### config.mk
export PLATFORM = sky130hd
export DESIGN_NAME = trx_window_sched_flat
export DESIGN_NICKNAME = d
export VERILOG_FILES = /design/src/rtl/trx_window_sched_if.sv /design/src/rtl/trx_window_sched.sv /design/src/flat_wrapper.sv
export SDC_FILE = /design/constraint.sdc
export NUM_CORES = 1
export LEC_CHECK = 0
export CORE_ASPECT_RATIO = 1.2
export CORE_MARGIN = 2
export CORE_UTILIZATION = 35
export DETAILED_ROUTE_END_ITERATION = 12
export GPL_ROUTABILITY_DRIVEN = 0
export PLACE_DENSITY = 0.6
export SLEW_MARGIN = 10
export SYNTH_ARGS = -nofsm -noshare
export SYNTH_HDL_FRONTEND = slang
export SYNTH_SLANG_ARGS = --single-unit
### constraint.sdc
create_clock -name clk -period 3.1 [get_ports clk]
set_input_delay 0.465 -clock clk [delete_from_list [all_inputs] [get_ports clk]]
set_output_delay 0.465 -clock clk [all_outputs]
set_load 0.01 [all_outputs]
### src/rtl/trx_window_sched_if.sv
// Signal bundle between the SPI configuration decoder (master) and the
// RX/TX window scheduler (slave).
interface trx_window_sched_if;
    logic        en;
    logic [15:0] rx_len;
    logic        rx_arm;
    logic [15:0] tx_len;
    logic        tx_arm;
    logic        rx_en;
    logic        tx_en;
    logic        rx_done;
    logic        tx_done;
    logic        busy;
    logic [1:0]  state_o;
    logic [7:0]  frame_cnt;

    modport master (
        output en, rx_len, rx_arm, tx_len, tx_arm,
        input  rx_en, tx_en, rx_done, tx_done, busy, state_o, frame_cnt
    );

    modport slave (
        input  en, rx_len, rx_arm, tx_len, tx_arm,
        output rx_en, tx_en, rx_done, tx_done, busy, state_o, frame_cnt
    );
endinterface

### src/rtl/trx_window_sched.sv
// Time-division scheduler: alternates RX and TX windows separated by a fixed
// guard interval, latching window lengths at window start.
module trx_window_sched #(
    parameter int GUARD_CYCLES = 4
) (
    input logic               clk,
    input logic               rst,
    trx_window_sched_if.slave bus
);
    typedef enum logic [1:0] {
        S_IDLE  = 2'd0,
        S_RX    = 2'd1,
        S_GUARD = 2'd2,
        S_TX    = 2'd3
    } state_t;

    localparam logic [7:0] GUARD_LD = 8'(GUARD_CYCLES);

    state_t      r_state, w_state_nxt;
    logic [15:0] r_cnt, w_cnt_nxt;
    logic [7:0]  r_gcnt, w_gcnt_nxt;
    logic [7:0]  r_frame, w_frame_nxt;
    logic        r_last, w_last_nxt;
    logic        r_rx_done, w_rx_done_nxt;
    logic        r_tx_done, w_tx_done_nxt;

    logic        w_rx_elig, w_tx_elig, w_tx_first;
    state_t      w_pick;
    logic [15:0] w_pick_len;

    assign w_rx_elig = bus.rx_arm && (bus.rx_len != 16'd0);
    assign w_tx_elig = bus.tx_arm && (bus.tx_len != 16'd0);
    // r_last: 0 = last window was RX, 1 = TX. TX is preferred only after an RX window.
    assign w_tx_first = (r_state == S_GUARD) && !r_last;

    always_comb begin
        w_pick     = S_IDLE;
        w_pick_len = 16'd0;
        if (w_tx_first) begin
            if (w_tx_elig) begin
                w_pick     = S_TX;
                w_pick_len = bus.tx_len;
            end else if (w_rx_elig) begin
                w_pick     = S_RX;
                w_pick_len = bus.rx_len;
            end
        end else begin
            if (w_rx_elig) begin
                w_pick     = S_RX;
                w_pick_len = bus.rx_len;
            end else if (w_tx_elig) begin
                w_pick     = S_TX;
                w_pick_len = bus.tx_len;
            end
        end
    end

    always_comb begin
        w_state_nxt   = r_state;
        w_cnt_nxt     = r_cnt;
        w_gcnt_nxt    = r_gcnt;
        w_last_nxt    = r_last;
        w_frame_nxt   = r_frame;
        w_rx_done_nxt = 1'b0;
        w_tx_done_nxt = 1'b0;
        if (!bus.en) begin
            w_state_nxt = S_IDLE;
            w_cnt_nxt   = 16'd0;
            w_gcnt_nxt  = 8'd0;
        end else begin
            unique case (r_state)
                S_IDLE: begin
                    w_state_nxt = w_pick;
                    w_cnt_nxt   = w_pick_len;
                end
                S_RX, S_TX: begin
                    if (r_cnt == 16'd1) begin
                        w_state_nxt = S_GUARD;
                        w_cnt_nxt   = 16'd0;
                        w_gcnt_nxt  = GUARD_LD;
                        w_last_nxt  = (r_state == S_TX);
                        if (r_state == S_TX) begin
                            w_tx_done_nxt = 1'b1;
                            w_frame_nxt   = r_frame + 8'd1;
                        end else begin
                            w_rx_done_nxt = 1'b1;
                        end
                    end else begin
                        w_cnt_nxt = r_cnt - 16'd1;
                    end
                end
                S_GUARD: begin
                    if (r_gcnt == 8'd1) begin
                        w_state_nxt = w_pick;
                        w_cnt_nxt   = w_pick_len;
                        w_gcnt_nxt  = 8'd0;
                    end else begin
                        w_gcnt_nxt = r_gcnt - 8'd1;
                    end
                end
                default: w_state_nxt = S_IDLE;
            endcase
        end
    end

    always_ff @(posedge clk or posedge rst) begin
        if (rst) begin
            r_state   <= S_IDLE;
            r_cnt     <= 16'd0;
            r_gcnt    <= 8'd0;
            r_last    <= 1'b0;
            r_frame   <= 8'd0;
            r_rx_done <= 1'b0;
            r_tx_done <= 1'b0;
        end else begin
            r_state   <= w_state_nxt;
            r_cnt     <= w_cnt_nxt;
            r_gcnt    <= w_gcnt_nxt;
            r_last    <= w_last_nxt;
            r_frame   <= w_frame_nxt;
            r_rx_done <= w_rx_done_nxt;
            r_tx_done <= w_tx_done_nxt;
        end
    end

    assign bus.rx_en     = (r_state == S_RX);
    assign bus.tx_en     = (r_state == S_TX);
    assign bus.rx_done   = r_rx_done;
    assign bus.tx_done   = r_tx_done;
    assign bus.busy      = (r_state != S_IDLE);
    assign bus.state_o   = r_state;
    assign bus.frame_cnt = r_frame;
endmodule

### src/flat_wrapper.sv
// flat-port wrapper written by rule: the top's interface ports become plain ports
module trx_window_sched_flat 
#(
    parameter int GUARD_CYCLES = 4
)
  (clk, rst, bus_en, bus_rx_len, bus_rx_arm, bus_tx_len, bus_tx_arm, bus_rx_en, bus_tx_en, bus_rx_done, bus_tx_done, bus_busy, bus_state_o, bus_frame_cnt);
  trx_window_sched_if bus_i ();
  input logic clk;
  input logic rst;
  input wire logic [$bits(bus_i.en)-1:0] bus_en;
  input wire logic [$bits(bus_i.rx_len)-1:0] bus_rx_len;
  input wire logic [$bits(bus_i.rx_arm)-1:0] bus_rx_arm;
  input wire logic [$bits(bus_i.tx_len)-1:0] bus_tx_len;
  input wire logic [$bits(bus_i.tx_arm)-1:0] bus_tx_arm;
  output wire logic [$bits(bus_i.rx_en)-1:0] bus_rx_en;
  output wire logic [$bits(bus_i.tx_en)-1:0] bus_tx_en;
  output wire logic [$bits(bus_i.rx_done)-1:0] bus_rx_done;
  output wire logic [$bits(bus_i.tx_done)-1:0] bus_tx_done;
  output wire logic [$bits(bus_i.busy)-1:0] bus_busy;
  output wire logic [$bits(bus_i.state_o)-1:0] bus_state_o;
  output wire logic [$bits(bus_i.frame_cnt)-1:0] bus_frame_cnt;
  assign bus_i.en = bus_en;
  assign bus_i.rx_len = bus_rx_len;
  assign bus_i.rx_arm = bus_rx_arm;
  assign bus_i.tx_len = bus_tx_len;
  assign bus_i.tx_arm = bus_tx_arm;
  assign bus_rx_en = bus_i.rx_en;
  assign bus_tx_en = bus_i.tx_en;
  assign bus_rx_done = bus_i.rx_done;
  assign bus_tx_done = bus_i.tx_done;
  assign bus_busy = bus_i.busy;
  assign bus_state_o = bus_i.state_o;
  assign bus_frame_cnt = bus_i.frame_cnt;
  trx_window_sched #(.GUARD_CYCLES(GUARD_CYCLES)) u_core (.clk(clk), .rst(rst), .bus(bus_i));
endmodule
==> results of run 1 <==
==> logic make-up (layout without fill, tap and decap cells) <==
| logic type | count (synthesis) | count (layout) | synth area share [%] |
|---|---|---|---|
| AO/OA/AOI/OAI | 96 | 96 | 27.0 |
| XOR/XNOR | 9 | 9 | 3.16 |
| flip-flops | 37 | 37 | 37.1 |
| adder cells (fa/ha/maj) | 5 | 5 | 2.51 |
| AND/OR/NAND/NOR | 107 | 107 | 24.2 |
| buffers and inverters | 25 | 78 | 5.12 |
| multiplexers | 2 | 2 | 0.903 |
==> worst max-delay path: cells and delay by family (launching register included) <==
kind               cells  cell delay, ns
and+or+nand+nor        1            0.64
AOI/OAI and AO/OA      4            1.24
DFF                    1            0.44
==> flip-flops by register name, summed over array words and instances (netlist names) <==
| register | count |
|---|---|
| u_core.bus.frame_cnt | 8 |
| u_core.r_cnt | 16 |
| u_core.bus.tx_done | 1 |
| u_core.bus.rx_done | 1 |
| u_core.r_last | 1 |
| u_core.r_gcnt | 8 |
| u_core.bus.state_o | 2 |
==> area by class of cell <==
cell class | instances | area (sq um) | share of cell area (%)
clock inverter | 1 | 5.00 | 0.156
multi-input combinational | 219 | 1440 | 44.9
clock buffer | 7 | 96.3 | 3.00
sequential | 37 | 926 | 28.9
inverter | 6 | 22.5 | 0.702
tap | 87 | 109 | 3.39
timing repair buffer | 64 | 608 | 19.0
==> worst max-delay path by stage <==
stage	from	endpoint	slack, ns	depth (start not counted)
global placement	bus_tx_len[1]	u_core.r_cnt[10]	0.55	7
floorplan	u_core.r_cnt[7]	u_core.bus.frame_cnt[1]	0.91	5
global route	u_core.r_gcnt[3]	u_core.r_cnt[11]	0.59	5
finish	u_core.r_gcnt[3]	u_core.r_cnt[11]	0.66	5
CTS	u_core.r_cnt[1]	u_core.bus.frame_cnt[1]	0.70	6
detailed placement	bus_tx_len[1]	u_core.r_cnt[9]	0.46	7
==> stage by stage <==
stage               area, sq um  setup slack (ns)  power [mW]  hold WS (ns)  util, %
global route               3210             0.587        1.88         0.497     46.8
finish                     3210             0.659        1.76         0.473     46.8
global placement           3110             0.550        1.37         0.462     45.3
floorplan                  2490             0.910        1.13         0.452        -
CTS                        3210             0.703        1.76         0.477     46.8
detailed placement         3110             0.461        1.37         0.467     45.3
==> per-layer routing <==
layer  up-vias  global-route usage (%)  routed length (microns)
li1       1196                       -                        -
met1      1192                    25.3                     3190
met2       110                    32.7                     3410
met3        14                    4.00                      499
met4         0                    8.19                      197
met5         -                       0                        0
==> cell usage in the layout, fill, tap and decap left out, drive strengths merged, types with 2 or more instances in the layout <==
cell type,synthesis,layout
nor4,14,14
a22o,3,3
or3,2,2
o211ai,2,2
a221o,3,3
a22oi,8,8
nand4,6,6
a21boi,3,3
nor2b,3,3
inv,6,6
dfrtp,37,37
a32oi,4,4
nand2b,5,5
nor3b,2,2
o41ai,2,2
mux2,2,2
xnor2,6,6
a41oi,2,2
o31ai,7,7
clkdlybuf4s50,0,51
nor3,5,5
o22ai,2,2
or4b,3,3
o21ai,23,23
and2,3,3
or4,3,3
buf,9,13
a31oi,5,5
a21oi,12,12
nor2,14,14
nand3,10,10
clkbuf,10,7
xor2,3,3
a221oi,13,13
ha,5,5
nand2,32,32
==> where the power goes <==
group          leakage, nW  switching, mW  internal [mW]  total [mW]
Clock               0.0542          0.184          0.201       0.386
Combinational        0.732          0.380          0.324       0.704
Sequential           0.497          0.123          0.551       0.674
==> out/results.tsv, run 1 <==
stage	metric	value	unit
clocking	Worst-path clk slew	0.07	ns
floorplan	die area	7820	sq um
finish	share of cells above drive strength 1	10.2	%
global_route	global-route wire length before repair	11.9	mm
finish	Area growth, synth to finish	28.6	%
drt	DR vias/cell	5.97	
drt	initial DRC count	179	
timing	Layout Skew	0.00878	ns
hold_path	Hold Path Origin	u_core.bus.frame_cnt[7]	
synth	FF+latch count, synth	37	
timing	Worst Max-Slew Pin Slew	0.657	ns
drt	DRT Wirelength	7.30	mm
timing	crit share post-route	78.7	%
drt	TritonRoute pass-1 iters	4	
drt	via count	2512	
synth	post-synth top area cell	dfrtp_1	
finish	Antenna diodes	0	
synth	sequential-to-total area share from yosys stat	37.1	%
clocking	H-tree lvl count	2	
floorplan	I/O Pins	52	
clocking	clock sinks	37	
timing	fin crit period	2.44	ns
setup_path	Worst R2R Start	u_core.r_gcnt[3]	
floorplan	starting density of the core	36.4	%
drt	routed length per placed instance	17.3	microns
finish	layout net count	375	
setup_path	Worst EP required	3.27	ns
finish	Finished Layout Cells	421	
clocking	clock root cell	clkbuf_8	
drt	DRC violations left	0	
place	HPWL after DPL	5.33	mm
timing	final setup TNS	0	ns
timing	final setup violation count	0	
clocking	Post-CTS Setup Bufs	0	
timing	Max transition margin	55.8	%
setup_path	CP max stage cell	nor4_2	
drt	post-route ant nets	0	
clocking	worst-skew pair later-pin latency	0.30	ns
setup_path	CP max FO	14	
setup_path	Worst Path Arrival	2.61	ns
floorplan	Vert. Die Dim	96.5	microns
setup_path	reg-to-reg slack, setup	0.66	ns
floorplan	CORE AREA	6850	sq um
power	PD cells	550	nW/um^2
hold_path	worst min path class	reg2reg	
floorplan	die width	81.1	microns
clocking	CTS tree	done	
global_route	GRT Overall Usage	19.8	%
clocking	clk buf depth	2	
synth	syn nets	323	
setup_path	Critical Path End Type	flip-flop	
synth	warnings from Yosys	0	
global_route	initial antenna violation count	0	
clocking	Post-CTS Resized	0	
setup_path	worst-path cell chain	nor4_2 > a31o_2 > o21ai_0 > a32oi_1 > a21oi_1	
global_route	largest net degree at the start of global routing	42	
synth	Area contributors post-synth	dfrtp_1 37%, nand2_1 4.8%, o21ai_0 4.6%	
setup_path	startpoint types	flip-flop	
synth	mean area per synthesized cell	8.87	sq um
setup_path	Crit Path Category	reg2reg	
setup_path	R2R depth	5	
synth	Post-synth top cells	37 x dfrtp_1, 32 x nand2_1, 23 x o21ai_0	
global_route	gr ovfl total	0	
timing	Slew Limit Fails	0	
clocking	CTS Hold Bufs	0	
floorplan	num rows	33	
power	Max IR drop VDD	206	uV
synth	post-synthesis cell count	281	
hold_path	WHS Path Cells	1	
timing	Final Hold Viols	0	
synth	mapped cell area	2490	sq um
place	IO buf count	51	
run	Max Cap Viol	0	
synth	Yosys cell types	59	
clocking	total CTS buffers	5	
setup_path	worst reg2reg endpoint	u_core.r_cnt[11]	
synth	Post-synth ARST share	100	%
synth	dominant synthesized flop cell	dfrtp_1	
finish	FILL cells	700	
timing	RSZ-0062 raised after global routing	no	
hold_path	Worst Hold Endpoint	u_core.bus.frame_cnt[7]	
setup_path	CP max stage delay	0.64	ns
timing	fmax	410	MHz
place	placed cell count	413	
synth	area share of the largest cell type after synthesis	37.1	%
synth	count leader, synth	dfrtp_1	
global_route	vias in the first global route	2375	
synth	Post-synth EDFFs	0	
run_status	status	finished, final reports clean	
power	P_leak	1.28	nW
Note: power is estimated with default switching activity, not from simulation.
==> inputs of run 2 (changes only) <==
Clock period 3.1 ns to 2.5 ns, I/O delays scaled along.
==> run 2 against run 1 <==
Sequential share of layout area is 0.94 points lower. Register-to-register slack lost 0.53 ns. Worst hold slack lost 0.0049 ns. Combinational power is 35% higher. Critical path depth up 1. First-iteration DRC count down 16%. Via count increased by 2.3%. Critical endpoint is now u_core.bus.frame_cnt[1].
==> out/results.tsv, run 2 (synthesis gave the netlist of run 1 again) <==
stage	metric	value	unit	change
run_status	status	finished, final reports clean		
clocking	worst-skew pair later-pin latency	0.30	ns	about the same
power	Max IR drop VDD	251	uV	+22%
timing	Worst Max-Slew Pin Slew	0.584	ns	-0.0732 ns
global_route	initial antenna violation count	0		unchanged
setup_path	Worst R2R Start	u_core.r_cnt[1]		
clocking	H-tree lvl count	2		unchanged
timing	final setup TNS	0	ns	unchanged
floorplan	die area	7820	sq um	unchanged
floorplan	I/O Pins	52		unchanged
timing	Final Hold Viols	0		unchanged
finish	commonest non-fill, non-tap cell in the layout	clkdlybuf4s50_1		
setup_path	CP max FO	6		-8
floorplan	starting density of the core	36.4	%	unchanged
finish	Area growth, synth to finish	32.9	%	
floorplan	CORE AREA	6850	sq um	unchanged
finish	layout net count	385		+2.7%
global_route	largest net degree at the start of global routing	38		-9.5%
power	PD cells	725	nW/um^2	+32%
global_route	GRT Overall Usage	20.6	%	+0.76 points
floorplan	num rows	33		unchanged
floorplan	Vert. Die Dim	96.5	microns	unchanged
setup_path	Crit Path Category	reg2reg		
drt	routed length per placed instance	17.4	microns	+0.53%
floorplan	die width	81.1	microns	unchanged
drt	initial DRC count	150		-16%
drt	DR vias/cell	5.97		about the same
finish	share of cells above drive strength 1	12.8	%	+2.6 points
finish	FILL cells	702		+0.29%
timing	fin crit period	2.37	ns	-0.0710 ns
setup_path	startpoint types	flip-flop		
finish	Antenna diodes	0		unchanged
drt	via count	2571		+2.3%
setup_path	Worst Path Arrival	2.56	ns	-0.05 ns
timing	final setup violation count	0		unchanged
finish	Reg with most FFs	u_core.r_cnt		
place	Place WS	0.107	ns	-0.354 ns
place	IO buf count	51		unchanged
finish	Largest register FFs	16		unchanged
clocking	CTS tree	done		
clocking	CTS Hold Bufs	0		unchanged
setup_path	Critical Path End Type	flip-flop		
timing	post-route worst setup slack	0.130	ns	-0.529 ns
clocking	clk buf depth	2		unchanged
clocking	total CTS buffers	5		unchanged
power	P_leak	1.35	nW	+4.9%
drt	DRT Wirelength	7.52	mm	+2.9%
hold_path	Hold Path Origin	u_core.bus.frame_cnt[7]		
setup_path	crit path from	u_core.r_cnt[1]		
timing	RSZ-0062 raised after global routing	no		
clocking	clock root cell	clkbuf_8		
timing	Layout Skew	0.00863	ns	-0.000150 ns
timing	crit share post-route	94.8	%	+16 points
finish	most frequent cells in the layout	51 x clkdlybuf4s50_1, 37 x dfrtp_1, 32 x nand2_1		
timing	Slew Limit Fails	0		unchanged
clocking	Post-CTS Setup Bufs	0		unchanged
drt	post-route ant nets	0		unchanged
clocking	Post-CTS Resized	0		unchanged
place	HPWL after DPL	5.63	mm	+5.6%
timing	fmax	422	MHz	+3.0%
clocking	clock sinks	37		unchanged
setup_path	Worst EP required	2.69	ns	-0.58 ns
clocking	Worst-path clk slew	0.08	ns	about the same
hold_path	worst min path class	reg2reg		
drt	TritonRoute pass-1 iters	5		+1
drt	DRC violations left	0		unchanged
global_route	vias in the first global route	2465		+3.8%
timing	Max transition margin	61.1	%	+5.2 points
run	Max Cap Viol	0		unchanged
global_route	global-route wire length before repair	12.3	mm	+3.8%
global_route	gr ovfl total	0		unchanged
-- run 2: cell types whose count changed in the layout (fill, tap and decap cells not counted) --
cell       previous run  this run
buf_4                13        23
bufinv_16             0         2
clkbuf_8              7         5
-- run 2: layout make-up --
class | instances | area [sq um] | area share [%]
inverters | 6 | 22.5 | 0.680
multi-input cells | 219 | 1440 | 43.5
clock buffers | 5 | 68.8 | 2.08
clock inverters | 3 | 65.1 | 1.96
flip-flops and latches | 37 | 926 | 27.9
well taps | 87 | 109 | 3.28
repair buffers | 74 | 683 | 20.6
-- run 2: critical path, cell delays in order, from the launching register on --
cell     delay [ns]
dfrtp_1        0.40
inv_1          0.10
ha_1           0.20
or4b_1         0.49
or4_4          0.51
nor2_4         0.21
mux2_2         0.35
-- run 2: power breakdown --
part	leakage, nW	switching (mW)	total, mW	internal, mW
registers	0.497	0.135	0.819	0.684
clock network	0.0681	0.241	0.638	0.397
logic	0.782	0.506	0.948	0.442
total	1.35	0.882	2.40	1.52
-- run 2: path summary, 6_finish.rpt --
check,slack (ns),depth (start not counted),to
max reg2reg,0.13,6,u_core.bus.frame_cnt[1]
min,0.47,1,u_core.bus.frame_cnt[7]
max in group asynchronous,1.66,3,u_core.r_cnt[0]
max,0.13,6,u_core.bus.frame_cnt[1]
min in group asynchronous,0.49,3,u_core.r_gcnt[2]
min reg2reg,0.47,1,u_core.bus.frame_cnt[7]
-- run 2: layer usage --
layer	routed length, microns	GRT usage (%)	vias up	part of all wire, %
met5	0	0	-	0
met4	288	10.0	0	3.8
met3	546	3.16	24	7.3
met2	3470	33.6	128	46
met1	3210	26.5	1205	43
li1	-	-	1214	-
-- run 2: stage by stage --
| stage | hold slack (ns) | utilization (%) | area [sq um] | total power, mW | instances |
|---|---|---|---|---|---|
| 2_1_floorplan | 0.452 | - | 2490 | 1.40 | 281 |
| 3_3_place_gp | 0.463 | 46.4 | 3180 | 1.75 | 423 |
| 3_5_place_dp | 0.467 | 46.4 | 3180 | 1.76 | 423 |
| 4_1_cts | 0.478 | 48.4 | 3310 | 2.39 | 431 |
| 5_1_grt | 0.495 | 48.4 | 3310 | 2.55 | 431 |
| 6_report | 0.468 | 48.4 | 3310 | 2.40 | 431 |
